### src/rtl/seg7_reader.sv
// rtl/seg7_reader.sv - multiplexed seven-segment bus reader with stability filter
// Optional hex digits A-F decoded when SEG7_READER_HEX_EN is defined.
module seg7_reader #(
    parameter int DIGITS = 4,
    parameter int STABLE = 3
) (
    input  logic                  clk,
    input  logic                  rst_n,
    input  logic [6:0]            seg,
    input  logic [DIGITS-1:0]     an,
    output logic [4*DIGITS-1:0]   value,
    output logic [DIGITS-1:0]     valid,
    output logic [DIGITS-1:0]     bad,
    output logic                  upd,
    output logic [2:0]            upd_idx
);

    localparam int RW = $clog2(STABLE + 1);
    localparam logic [RW-1:0] RUN_MAX = RW'(STABLE);

    logic [6:0]          seg_q, seg_d;
    logic [DIGITS-1:0]   an_q, an_d;
    logic [6:0]          prev_seg_q, prev_seg_d;
    logic [DIGITS-1:0]   prev_an_q, prev_an_d;
    logic [RW-1:0]       run_q, run_d;
    logic                done_q, done_d;
    logic [4*DIGITS-1:0] value_q, value_d;
    logic [DIGITS-1:0]   valid_q, valid_d;
    logic [DIGITS-1:0]   bad_q, bad_d;
    logic                upd_q, upd_d;
    logic [2:0]          upd_idx_q, upd_idx_d;

    logic [3:0]          zeros;
    logic [2:0]          sel_idx;
    logic                sample_ok;
    logic                same;
    logic                done_base;
    logic                commit;
    logic [3:0]          dig;
    logic                legal;
    logic                blank;

    // Pattern decode of the current sample
    always_comb begin
        dig   = 4'd0;
        legal = 1'b1;
        blank = 1'b0;
        case (seg_q)
            7'h7E: dig = 4'd0;
            7'h30: dig = 4'd1;
            7'h6D: dig = 4'd2;
            7'h79: dig = 4'd3;
            7'h33: dig = 4'd4;
            7'h5B: dig = 4'd5;
            7'h5F: dig = 4'd6;
            7'h70: dig = 4'd7;
            7'h7F: dig = 4'd8;
            7'h7B: dig = 4'd9;
`ifdef SEG7_READER_HEX_EN
            7'h77: dig = 4'd10;
            7'h1F: dig = 4'd11;
            7'h4E: dig = 4'd12;
            7'h3D: dig = 4'd13;
            7'h4F: dig = 4'd14;
            7'h47: dig = 4'd15;
`endif
            7'h00: begin
                legal = 1'b0;
                blank = 1'b1;
            end
            default: legal = 1'b0;
        endcase
    end

    always_comb begin
        seg_d      = seg;
        an_d       = an;
        prev_seg_d = seg_q;
        prev_an_d  = an_q;
        value_d    = value_q;
        valid_d    = valid_q;
        bad_d      = bad_q;
        upd_idx_d  = upd_idx_q;

        zeros   = 4'd0;
        sel_idx = 3'd0;
        for (int i = 0; i < DIGITS; i++) begin
            if (!an_q[i]) begin
                zeros   = zeros + 4'd1;
                sel_idx = 3'(i);
            end
        end
        sample_ok = (zeros == 4'd1);
        same      = (an_q == prev_an_q) && (seg_q == prev_seg_q);

        if (same && sample_ok) begin
            run_d     = (run_q == RUN_MAX) ? run_q : run_q + 1'b1;
            done_base = done_q;
        end else begin
            run_d     = sample_ok ? RW'(1) : RW'(0);
            done_base = 1'b0;
        end

        // Commit on the same edge the run reaches STABLE, once per run
        commit = sample_ok && (run_d == RUN_MAX) && !done_base;
        done_d = done_base | commit;
        upd_d  = commit;

        if (commit) begin
            upd_idx_d = sel_idx;
            for (int i = 0; i < DIGITS; i++) begin
                if (!an_q[i]) begin
                    if (legal) begin
                        value_d[4*i +: 4] = dig;
                        valid_d[i]        = 1'b1;
                        bad_d[i]          = 1'b0;
                    end else begin
                        valid_d[i] = 1'b0;
                        bad_d[i]   = !blank;
                    end
                end
            end
        end
    end

    always_ff @(posedge clk or negedge rst_n) begin
        if (!rst_n) begin
            seg_q      <= '0;
            an_q       <= '0;
            prev_seg_q <= '0;
            prev_an_q  <= '0;
            run_q      <= '0;
            done_q     <= 1'b0;
            value_q    <= '0;
            valid_q    <= '0;
            bad_q      <= '0;
            upd_q      <= 1'b0;
            upd_idx_q  <= 3'd0;
        end else begin
            seg_q      <= seg_d;
            an_q       <= an_d;
            prev_seg_q <= prev_seg_d;
            prev_an_q  <= prev_an_d;
            run_q      <= run_d;
            done_q     <= done_d;
            value_q    <= value_d;
            valid_q    <= valid_d;
            bad_q      <= bad_d;
            upd_q      <= upd_d;
            upd_idx_q  <= upd_idx_d;
        end
    end

    assign value   = value_q;
    assign valid   = valid_q;
    assign bad     = bad_q;
    assign upd     = upd_q;
    assign upd_idx = upd_idx_q;

endmodule

### config.mk
export PLATFORM = sky130hd
export DESIGN_NAME = seg7_reader
export DESIGN_NICKNAME = d
export VERILOG_FILES = /design/src/rtl/seg7_reader.sv
export SDC_FILE = /design/constraint.sdc
export NUM_CORES = 1
export LEC_CHECK = 0
export CORE_MARGIN = 2
export CORE_UTILIZATION = 55
export DETAILED_ROUTE_END_ITERATION = 12
export DONT_BUFFER_PORTS = 1
export PLACE_DENSITY_LB_ADDON = 0.3
export RECOVER_POWER = 100
export SYNTH_ARGS = -nofsm -noshare
export SYNTH_HDL_FRONTEND = slang
export SYNTH_SLANG_ARGS = --single-unit
### constraint.sdc
create_clock -name clk -period 3.8 [get_ports clk]
set_clock_uncertainty 0.15 [all_clocks]
set_input_delay 0.76 -clock clk [delete_from_list [all_inputs] [get_ports clk]]
set_output_delay 0.76 -clock clk [all_outputs]
set_load 0.02 [all_outputs]
==> impl_metrics.tcl, run 1 <==
set metrics [dict create \
    status "finished with violations" \
    violations "capacitance limit, slew limit" \
    crit_fanout 9 \
    dieArea_um2 5090 \
    clkLatencyLatePin_ns 0.30 \
    layout_commonest_cell "dfrtp_1" \
    power_leakage_nw 1.07 \
    nets 212 \
    fin_tns_setup_ns 0 \
    synth_area_um2 2490 \
    tritoncts "built" \
    worstSetupEndpointType "register" \
    syn_inst 198 \
    io_buffer_count 0 \
    grt_pass1_wl_um 7520 \
    drive_gt1_share_pct 16.3 \
    gr-total-overflow 0 \
    drt_iter0_drc 63 \
    start_util_pct 57.2 \
    synthTopCellsByArea "dfrtp_1, xor2_1, mux2_2" \
    synth_top_area_share_pct 52.2 \
    fin_crit_ns 3.52 \
    place_ws_ns 0.439 \
    ys_ff_latch 52 \
    placed_area_um2 2490 \
    fmax_ghz 0.284 \
    setup_slack_ns 0.281 \
    synth_top_area_cell "dfrtp_1" \
    clockBufferDepth 2 \
    async_reset_ff_share_pct 100 \
    grt_pass1_vias 1528 \
    row_count 24 \
    synth_area_per_cell_um2 12.6 \
    syn_nets 214 \
    final_design_area_no_fill_um2 2570 \
    synth_cell_types 54 \
    ant_nets 0 \
    powerDensity_nw_per_um2 424 \
    rrSetupSlack_ns 0.28 \
    ys_seq_area_share_pct 52.2 \
    cts_made_buffers 5 \
    firstDrtPassIters 4 \
    grt_usage_pct 19.1 \
    setup_viol 0 \
    maxCapViolations 1 \
    clk_pin_slew_worst_paths_ns 0.09 \
    vias 1502 \
    critPathLaunchType "register" \
    reg2reg_to "value[15]" \
    rr_worst_depth 9 \
    drc_errors 0 \
    synth_compound_area_share_pct 15.0 \
    required_ns 3.84 \
    synth_top_family_by_area "simple AND/OR/NAND/NOR gates" \
    die_h_um 71.3 \
    wl_um 4610 \
    synth_fa_ha_area_share_pct 1.51 \
    period_share_pct 92.6 \
    r2r_start "an_q[1]" \
    min-delay-start "seg[3]" \
    drv_slew 53 \
    routabilityCongestion 0.829 \
    maxSlewHeadroom_pct -76.7 \
    wl_per_cell_um 18.5 \
    yosysWarnings 0 \
    synthSimpleGateAreaFrac_pct 15.4 \
    min_to "prev_seg_d[3]" \
    io-pin-count 41 \
    synth_edf_count 0 \
    synth_mux_area_share_pct 5.27 \
    synth-xor-area-share_pct 4.92 \
    synth-main-ff-cell "dfrtp_1" \
    hold_class "primary input to register" \
    ir_drop_mv 0.266 \
    grt_max_degree 53 \
    final_cell_mix "dfrtp_1, inv_1, xor2_1" \
    dp_hpwl_um 3240 \
    grt_antenna_before_repair 1 \
    htreeDepth 2 \
    coreArea_um2 4350 \
    area_growth_pct 3.11 \
    cts.sinks 52 \
    crit_type "register to register" \
    vias_per_cell 6.03 \
    worstPathArrival_ns 3.56 \
    tightest_slew_ns 2.65 \
    die_w_um 71.3 \
    power_mw 1.09 \
    cts_root_buffer "clkbuf_8" \
    grt_setup_unrepaired "false" \
    hold_viol_final 0 \
    min_path_cells 0 \
]
what timing repair did:
item,CTS,global route
hold buffers,1,0
gates resized for setup,0,0
buffers inserted,0,0
hold endpoints to repair,52,0
synth_stat cells, types with 2 or more instances:
master and n:
nand3_1 4, or2_2 2, nor3_1 3, nand3b_1 3, nor4_2 2, o21ai_0 5
nor2b_1 2, ha_1 3, or4b_1 2, or3_1 2, dfrtp_1 52, mux2_4 2
a21oi_1 3, a211oi_2 2, nor2_1 6, and3_1 2, a2111oi_4 2, nor4_4 3
inv_1 18, buf_2 5, o21bai_1 5, nand2_1 7, buf_6 3, mux2_2 8
o2bb2ai_1 9, nand4b_1 2, or3_4 2, xor2_1 13
metrics by stage:
| stage | util [%] | hold WS, ns | std cells |
|---|---|---|---|
| global route | 59.0 | 0.311 | 249 |
| finish | 59.0 | 0.330 | 249 |
| CTS | 60.7 | 0.162 | 248 |
| floorplan | - | 0.199 | 198 |
| global placement | 57.1 | 0.316 | 240 |
| detailed placement | 57.1 | 0.316 | 240 |
worst max-delay path, stage by stage (launching register included):
cell,delay [ns]
dfrtp_1,0.50
inv_1,0.11
ha_1,0.33
xnor2_1,0.23
ha_1,0.28
or4b_1,0.53
o22ai_4,0.18
nand4b_1,0.12
a211oi_1,0.57
mux2_2,0.41
report_power, final:
part	switching, mW	total [mW]	internal (mW)	leakage, nW
combinational	0.0447	0.0702	0.0255	0.333
sequential	0.0232	0.589	0.566	0.675
clock	0.170	0.429	0.259	0.0642
total	0.238	1.09	0.851	1.07
routing by layer:
layer	GRT usage [%]	vias up	part of all wire [%]
li1	-	699	-
met1	23.1	745	44
met2	32.9	46	49
met3	5.20	12	5.2
met4	6.50	0	2.2
met5	0	-	0
state kept, by name, indices dropped and copies added (netlist names):
name	count
an_q	4
bad	4
done_q	1
prev_an_q	4
prev_seg_d	7
prev_seg_q	7
run_q	2
upd	1
upd_idx	2
valid	4
value	16
cell type report:
| cell class | instances | area [um^2] |
|---|---|---|
| Fill cell | 362 | 1780 |
| Tap cell | 52 | 65.1 |
| Clock inverter | 2 | 60.1 |
| Inverter | 18 | 67.6 |
| Multi-Input combinational cell | 118 | 1000 |
| Sequential cell | 52 | 1300 |
| Clock buffer | 5 | 68.8 |
| Antenna cell | 1 | 2.50 |
| Timing Repair Buffer | 1 | 3.75 |
how the worst max path moves through the flow:
stage	start	to
finish	an_q[1]	value[15]
global route	an_q[0]	value[3]
CTS	an_q[1]	bad[1]
detailed placement	an_q[1]	bad[1]
global placement	an_q[0]	bad[1]
floorplan	an_q[0]	value[11]
cells by family (layout without fill, tap and decap cells):
family                   after synthesis  after routing
flip-flops                            52             52
XOR/XNOR                              14             14
other                                  1              2
AND/OR/NAND/NOR                       50             50
adder cells (fa/ha/maj)                3              3
AO/OA/AOI/OAI                         39             39
buffers and inverters                 28             26
multiplexers                          11             11
Power figures use the tool's default switching activity.
==> inputs of run 2 (changes only) <==
--- a/config.mk
+++ b/config.mk
@@ -5,6 +5,7 @@
 export SDC_FILE = /design/constraint.sdc
 export NUM_CORES = 1
 export LEC_CHECK = 0
+export CAP_MARGIN = 20
 export CORE_MARGIN = 2
 export CORE_UTILIZATION = 55
 export DETAILED_ROUTE_END_ITERATION = 12
==> results of run 2 <==
Final layout, timing and power as in run 1 (identical DEF).
